## src/rtl/dma_dev_arbiter_pkg.sv

```systemverilog
// Shared definitions for the DMA device arbiter: FSM encodings and the
// default bus widths it shares with dma_controller.
package dma_dev_arbiter_pkg;

    localparam int DMA_ADD_LEN  = 16;
    localparam int DMA_DATA_LEN = 16;

    typedef enum logic [2:0] {
        ST_IDLE        = 3'd0,
        ST_ARB         = 3'd1,
        ST_ISSUE       = 3'd2,
        ST_WAIT_ACCEPT = 3'd3,
        ST_BUSY        = 3'd4,
        ST_RELEASE     = 3'd5
    } arb_state_e;

endpackage

```

## src/rtl/dma_dev_arbiter_rr_picker.sv

```systemverilog
// Combinational round-robin selector: first set bit of elig, scanning
// upward from rr_ptr and wrapping at N_DEV.
module dma_dev_arbiter_rr_picker #(
    parameter int N_DEV = 4,
    parameter int ID_W  = 2
) (
    input  logic [N_DEV-1:0] elig,
    input  logic [ID_W-1:0]  rr_ptr,
    output logic [ID_W-1:0]  winner,
    output logic             any_valid
);

    logic [ID_W:0] idx;
    logic          found;

    always_comb begin
        winner    = '0;
        found     = 1'b0;
        idx       = '0;
        any_valid = |elig;
        for (int k = 0; k < N_DEV; k++) begin
            idx = {1'b0, rr_ptr} + (ID_W+1)'(k);
            // N_DEV need not be a power of two, so wrap explicitly
            if (32'(idx) >= N_DEV) begin
                idx = idx - (ID_W+1)'(N_DEV);
            end
            if (!found && elig[idx]) begin
                winner = idx[ID_W-1:0];
                found  = 1'b1;
            end
        end
    end

endmodule

```

## src/rtl/dma_dev_arbiter.sv

```systemverilog
// Round-robin arbiter sharing one dma_controller device port between N_DEV
// devices; the grant is held from ISSUE until the DMA's end_flag.
module dma_dev_arbiter
    import dma_dev_arbiter_pkg::*;
#(
    parameter int N_DEV    = 4,
    parameter int ID_W     = 2,
    parameter int ADD_LEN  = DMA_ADD_LEN,
    parameter int DATA_LEN = DMA_DATA_LEN
) (
    input  logic                        clk,
    input  logic                        reset,
    input  logic [N_DEV-1:0]            dev_rqst,
    input  logic [N_DEV-1:0]            dev_en_mask,
    input  logic [N_DEV*ADD_LEN-1:0]    dev_num_words,
    input  logic [N_DEV*(ADD_LEN+1)-1:0] dev_start_addr,
    input  logic [N_DEV-1:0]            dev_rd_wr,
    input  logic [N_DEV-1:0]            dev_ack_in,
    input  logic [N_DEV*DATA_LEN-1:0]   dev_data_in,
    output logic [N_DEV-1:0]            dev_dma_ack,
    output logic [N_DEV-1:0]            dev_end_flag,
    output logic [DATA_LEN-1:0]         dev_data_out,
    output logic                        dma_rqst,
    output logic [ADD_LEN-1:0]          dma_num_words,
    output logic [ADD_LEN:0]            dma_start_addr,
    output logic                        dma_rd_wr,
    output logic                        dma_dev_ack,
    output logic [DATA_LEN-1:0]         dma_dev_in,
    input  logic                        dma_ack_in,
    input  logic                        dma_end_flag,
    input  logic [DATA_LEN-1:0]         dma_dev_out,
    output logic                        busy,
    output logic [ID_W-1:0]             grant_id,
    output arb_state_e                  dbg_state
);

    localparam logic [ID_W-1:0] LAST_ID = ID_W'(N_DEV - 1);

    arb_state_e        state;
    logic [ID_W-1:0]   rr_ptr;
    logic [N_DEV-1:0]  elig;
    logic [ID_W-1:0]   winner;
    logic              any_valid;
    int unsigned       gsel;

    assign elig      = dev_rqst & dev_en_mask;
    assign dbg_state = state;

    dma_dev_arbiter_rr_picker #(
        .N_DEV (N_DEV),
        .ID_W  (ID_W)
    ) u_picker (
        .elig      (elig),
        .rr_ptr    (rr_ptr),
        .winner    (winner),
        .any_valid (any_valid)
    );

    always_ff @(posedge clk or posedge reset) begin
        if (reset) begin
            state    <= ST_IDLE;
            rr_ptr   <= '0;
            grant_id <= '0;
            busy     <= 1'b0;
            dma_rqst <= 1'b0;
        end else begin
            case (state)
                ST_IDLE: begin
                    if (any_valid) state <= ST_ARB;
                end
                ST_ARB: begin
                    grant_id <= winner;
                    // Requests may have vanished since IDLE; fall back quietly
                    if (any_valid) begin
                        state    <= ST_ISSUE;
                        dma_rqst <= 1'b1;
                        busy     <= 1'b1;
                    end else begin
                        state <= ST_IDLE;
                    end
                end
                ST_ISSUE: begin
                    dma_rqst <= 1'b0;
                    state    <= ST_WAIT_ACCEPT;
                end
                ST_WAIT_ACCEPT: begin
                    state <= ST_BUSY;
                end
                ST_BUSY: begin
                    if (dma_end_flag) state <= ST_RELEASE;
                end
                ST_RELEASE: begin
                    rr_ptr <= (grant_id == LAST_ID) ? '0 : grant_id + 1'b1;
                    busy   <= 1'b0;
                    state  <= ST_IDLE;
                end
                default: begin
                    state    <= ST_IDLE;
                    busy     <= 1'b0;
                    dma_rqst <= 1'b0;
                end
            endcase
        end
    end

    // Data and ack paths stay purely combinational so the DMA's
    // cycle-level handshake reaches the granted device unchanged.
    always_comb begin
        gsel           = 32'(grant_id);
        dma_num_words  = '0;
        dma_start_addr = '0;
        dma_rd_wr      = 1'b0;
        dma_dev_ack    = 1'b0;
        dma_dev_in     = '0;
        dev_dma_ack    = '0;
        dev_end_flag   = '0;
        if (busy) begin
            dma_num_words          = dev_num_words[gsel*ADD_LEN +: ADD_LEN];
            dma_start_addr         = dev_start_addr[gsel*(ADD_LEN+1) +: ADD_LEN+1];
            dma_rd_wr              = dev_rd_wr[grant_id];
            dev_dma_ack[grant_id]  = dma_ack_in;
            dev_end_flag[grant_id] = dma_end_flag;
        end
        if (state == ST_BUSY) begin
            dma_dev_ack = dev_ack_in[grant_id];
            dma_dev_in  = dev_data_in[gsel*DATA_LEN +: DATA_LEN];
        end
    end

    assign dev_data_out = dma_dev_out;

endmodule

```

## config.mk

```make
export PLATFORM = sky130hd
export DESIGN_NAME = dma_dev_arbiter
export DESIGN_NICKNAME = d
export VERILOG_FILES = /design/src/rtl/dma_dev_arbiter_pkg.sv /design/src/rtl/dma_dev_arbiter_rr_picker.sv /design/src/rtl/dma_dev_arbiter.sv
export SDC_FILE = /design/constraint.sdc
export NUM_CORES = 1
export LEC_CHECK = 0
export CAP_MARGIN = 40
export CORE_AREA = 2 2 123 125
export CTS_CLUSTER_SIZE = 30
export DETAILED_ROUTE_END_ITERATION = 10
export DIE_AREA = 0 0 125 127
export RECOVER_POWER = 25
export SYNTH_ARGS = -nofsm -noshare
export SYNTH_HDL_FRONTEND = slang
export SYNTH_HIERARCHICAL = 1
export SYNTH_SLANG_ARGS = --single-unit
```

## constraint.sdc

```tcl
create_clock -name clk -period 1.6 [get_ports clk]
set_clock_uncertainty 0.2 [all_clocks]
set_input_delay 0.32 -clock clk [delete_from_list [all_inputs] [get_ports clk]]
set_output_delay 0.32 -clock clk [all_outputs]
set_load 0.01 [all_outputs]
```

-- Word-level counts from Yosys, hierarchy flattened
Index checks and enable logic that the tools add are counted.
- shifts and indexed selects: 3
- reduce and logical (&&, ||, !) cells: 14
- add/subtract/negate cells: 8
- order comparisons: 10
- mux-type cells: 40
- eq/ne operators: 9
- bitwise operators: 5
- multiply operators: 1
- operators by type and width (operator ; number):
    variable part select 64 x 7 -> 16 bit ; 2
    variable part select 68 x 8 -> 17 bit ; 1
    two-way mux 16 bit ; 2
    two-way mux 3 bit ; 6
    two-way mux 17 bit ; 1
    case mux 3 bit (5 select lines) ; 1
    two-way mux 1 bit ; 13
    AND 4 bit ; 3
    binary-select mux 1 bit (select 2 bit) ; 6
    < comparator 3 bit (second input constant) ; 4
    two-way mux 2 bit ; 6
    OR reduction 4 bit ; 3
    >= comparator 3 bit (second input constant) ; 3
    subtractor 3 bit (second input constant) ; 3
    two-way mux 4 bit ; 2
    multiplier 2 x 5 -> 7 bit (second input constant) ; 1
    adder 2 x 2 -> 3 bit (second input constant) ; 2
    == test 3 x 2 -> 1 bit (second input constant) ; 2
    == test 3 bit (second input constant) ; 2
    != test 2 bit (second input constant) ; 3
    AND reduction 2 bit ; 3
    logical AND 1 bit ; 4
    case mux 1 bit (2 select lines) ; 2
    adder 2 x 1 -> 3 bit (second input constant) ; 1
    11 further kinds ; 14
- bits of input ports: 232
- output and inout bits: 82
- flip-flop bits (word level): 9

-- Longest topological paths before layout
- word-level depth: 14
- depth in mapped cells: 6
- depth with buffers taken out: 5

-- Hierarchy
Netlist, hierarchy kept.
- by module, submodules not included (module ; cells an instance ; area each (um^2) ; instances ; sequential area each (um^2)):
    dma_dev_arbiter ; 250 ; 2229.6 ; 1 ; 225.2
    dma_dev_arbiter_rr_picker ; 15 ; 77.6 ; 1 ; 0.0

-- Worst setup path after synthesis
No wires, ideal clock.
- path type: reg-to-output
- start: register grant_id[1]
- end: output port dev_dma_ack[1]
- slack: -0.201 ns
- path buffers: 3
- cell stages (with the launch flop): 7
- arrival time: 1.281 ns
- cells stage by stage: dfrtp_1 -> buf_4 -> buf_6 -> buf_6 -> inv_2 -> ha_1 -> and3_1
- word-level cells in the longest chain between the ends: 6
- RTL lines (item ; line ; RTL):
    start: declaration ; dma_dev_arbiter.sv:33 ; output logic [ID_W-1:0] grant_id,
    start signal: assignment ; dma_dev_arbiter.sv:72 ; grant_id <= winner;
    < comparator 2 x 3 -> 1 bit (implied by the code) or >= comparator 2 x 1 -> 1 bit (tied branches) ; dma_dev_arbiter.sv:121 ; dev_dma_ack[grant_id] = dma_ack_in;
    logical AND 1 bit (implied by the code) ; dma_dev_arbiter.sv:121 ;
    two-way mux 1 bit (implied by the code) ; dma_dev_arbiter.sv:121 ;
    demux 1 bit (select 2 bit) (*) ; dma_dev_arbiter.sv:121 ;
    AND 4 bit (no source line) (*) ; - ;
    two-way mux 4 bit (*) ; dma_dev_arbiter.sv:117 ; if (busy) begin
    end: declaration ; dma_dev_arbiter.sv:20 ; output logic [N_DEV-1:0] dev_dma_ack,
Every way passes the cells marked *; elsewhere a longest branch is shown, timed or not.

-- Final worst setup path
- start: register grant_id[1]
- end: output port dma_dev_in[9]
- word-level cells in the longest chain between the ends: 2
- RTL lines (item ; line ; RTL):
    variable part select 64 x 7 -> 16 bit ; dma_dev_arbiter.sv:126 ; dma_dev_in = dev_data_in[gsel*DATA_LEN +: DATA_LEN];
    two-way mux 16 bit ; dma_dev_arbiter.sv:124 ; if (state == ST_BUSY) begin
    end: declaration ; dma_dev_arbiter.sv:28 ; output logic [DATA_LEN-1:0] dma_dev_in,
Every way passes these cells.

==> results by group <==
Global routing
  • Vias in the first global route: 3,487
  • Initial antenna violation count: 0
  • Pin count of the biggest net entering global routing: 35
  • Grt ovf: 0
  • Total GRT Usage: 14.4%
  • First-pass GRT wire length: 18,700 um

Worst setup path
  • R2R cell count: 6
  • Worst path max stage delay: 0.51 ns
  • Setup crit end kind: primary output
  • Reg2reg end: rr_ptr[0]
  • Worst EP arrival: 1.63 ns
  • Top delay family on crit path: buffers and inverters
  • Reg-to-Reg Start: grant_id[1]
  • Crit path cell chain: buf_8 > buf_12 > buf_12 > mux2i_2 > o22ai_2 > buf_2
  • Crit start category: register
  • Required time of the worst setup path: 1.08 ns
  • Slowest CP cell: dfrtp_4
  • Most frequent CP cell: buf_12
  • Worst Path Buf+Inv: 4
  • Max FO, Critical Path: 8
  • R2R setup slack: 0.01 ns
  • Crit Path Class: reg2out

STA
  • Crit path time final: 2.15 ns
  • Max Slew Vio Count: 0
  • WHS: 0.170 ns
  • Worst-Margin Slew: 0.410 ns
  • Final worst-path cycle share: 134%
  • Setup TNS: -27.56 ns
  • Hold Violations, Final: 0
  • Final setup vio count: 59
  • Fmax: 465 MHz
  • Relative slew slack: 72.6%
  • RSZ-0062 raised after global routing: yes
  • Final setup margin: -0.550 ns

Detailed routing
  • Antenna viol nets, final: 0
  • DR iter-0 viols: 83
  • Drt pass-1 iters: 4
  • Routed WL: 13,000 um
  • Via count: between 3,000 and 4,000
  • Number of remaining DRC errors: 0
  • Via/cell ratio: 4.41
  • Drt wl/cell: 17.2 um

Floorplan
  • Die ar.: 15,900 um^2
  • Die Y: approximately 130 um
  • I/O pin cnt: roughly 310
  • Die span in x: 125 um
  • Initial core utilization: 16.0%
  • Core ar.: 14,400 um^2
  • Row cnt: 44

Clock tree
  • Worst-case clock buffer depth: 2
  • Sink Count: 9
  • CTS clock-pin slew for the worst setup and hold paths: 0.04 ns
  • CTS buffer count: 3
  • Clock root buffer: clkbuf_16
  • TritonCTS clock tree: built
  • H-tree depth: 1
  • Cts hold-fix bufs: 0
  • Clk_lat worst skew: between 0.2 and 0.25 ns

Power
  • Leak Pwr: 2.54 nW
  • Power Density: 1280 nW/um^2
  • Peak supply drop: between 0.5 and 0.6 mV
  • Overall power: 0.00816 W

Synth
  • Register area share after synthesis: around a tenth
  • Share of the synthesized area in the top cell type: between 40 and 50%
  • Count of different cell masters after synthesis: 35
  • Ys flop type: dfrtp_1
  • Post-synthesis register bit count: 9
  • Syn_area_per_cell: roughly 8.7 um^2
  • Post-Syn Instances: approximately 270
  • Synth cell count leaders: mux2i_1 (102), o22ai_1 (50), buf_4 (17), buf_6 (9), dfrtp_1 (9)
  • Leading post-synthesis cells by cell area: mux2i_1 (44%), o22ai_1 (14%), dfrtp_1 (9.8%), buf_4 (5.5%), buf_6 (4.4%)
  • Async SR Flop Fraction: 100%
  • Netlist Area Pre-Place: 2310 um^2
  • Number of enable flip-flop cells after synthesis: 0
  • Leading area contributor after synthesis: mux2i_1
  • Ys Warns: 6
  • Syn Nets: 501
  • Top-count cell post-synth: mux2i_1

Placement
  • Hpwl dp: 9610 um
  • RePlAce Congestion: 0.853
  • Input/output buffers: 281
  • Dpl cell area: about 5700 um^2
  • Pre-CTS WS: -0.703 ns

Run status
  • Violated checks: setup timing
  • Outcome: finished, violations left

Finish
  • Layout area overhead: 175%
  • Design Area, Final: roughly 6300 um^2
  • Antenna cells: 0
  • Nets: ~800
  • Share of layout cells above drive strength 1: between 40 and 50%

Hold path
  • HP Class: in2async

Run
  • Maxcap violations: 0
## layout make-up
cell class                      instances  area (um^2)
Sequential cell                         9          231
Fill cell                            1406         8080
Tap cell                              184          230
Inverter                               11         51.3
Timing Repair Buffer                  342         3350
Clock buffer                            3         75.1
Clock inverter                          1         5.00
Multi-Input combinational cell        206         2410
## metrics by stage
step | std cells | util, %
finish | 756 | 44.0
global route | 756 | 44.0
CTS | 747 | 41.8
detailed placement | 719 | 39.4
global placement | 719 | 39.4
floorplan | 265 | -
## worst register-to-register path: stages (launching register included)
cell	delay (ns)
dfrtp_4	0.46
buf_8	0.15
buf_12	0.14
ha_4	0.15
buf_6	0.09
nor2_2	0.03
mux2_4	0.26
## state kept, by name, summed over array words and instances, names as in the netlist
name and flops:
rr_ptr 2, busy 1, grant_id 2, dbg_state 3, dma_rqst 1
## how the worst max path moves through the flow
stage	to	startpoint	cells past startpoint	slack, ns
CTS	dma_num_words[14]	grant_id[1]	6	-0.56
global placement	dma_num_words[1]	grant_id[1]	4	-0.65
floorplan	dev_dma_ack[0]	grant_id[1]	6	-0.13
finish	dma_dev_in[9]	grant_id[1]	6	-0.55
detailed placement	dma_num_words[1]	grant_id[1]	4	-0.70
global route	dma_dev_in[9]	grant_id[1]	6	-0.62
## layout by cell type (no fill, tap or decap), types with 3 or more instances in the layout
cell type	instances
mux2i_1	58
inv_2	5
buf_12	15
nand2_2	3
buf_2	53
clkbuf_16	5
and2_4	3
clkdlybuf4s50_1	213
mux2i_2	34
a21oi_1	5
mux2i_4	10
ha_4	4
inv_1	4
dfrtp_1	6
o22ai_2	46
and3_4	8
buf_4	21
o22ai_1	5
nand2_1	6
mux2_4	4
o21ai_1	3
buf_6	29
## report_power, final
part           total [W]  switching, W  internal, W
clock network   0.000450      0.000120     0.000330
logic            0.00723       0.00311      0.00412
registers       0.000475      0.000135     0.000340
## cell families after synthesis
group / Yosys count / synth area share [%]
DFF: 9 / 9.76
AOI/OAI and AO/OA: 65 / 17.8
buffers and inverters: 50 / 15.2
and+or+nand+nor: 31 / 8.57
adders and majority gates: 4 / 2.17
muxes: 106 / 46.5
## layer usage
layer  share of wire (%)  track usage, %  wire, um
met1                  39            16.2      5050
met2                  53            27.7      6920
met3                 6.9            3.10       897
met4                 1.2            3.01       161
met5                   0               0         0
## repair_timing
action / in CTS / in global routing
resized for setup: 322 / 66
cloned: 5 / 2
setup buffers: 19 / 11
pin swaps: 13 / 29
endpoints found under the setup margin: 70 / 69
Note: power is estimated with default switching activity, not from simulation.
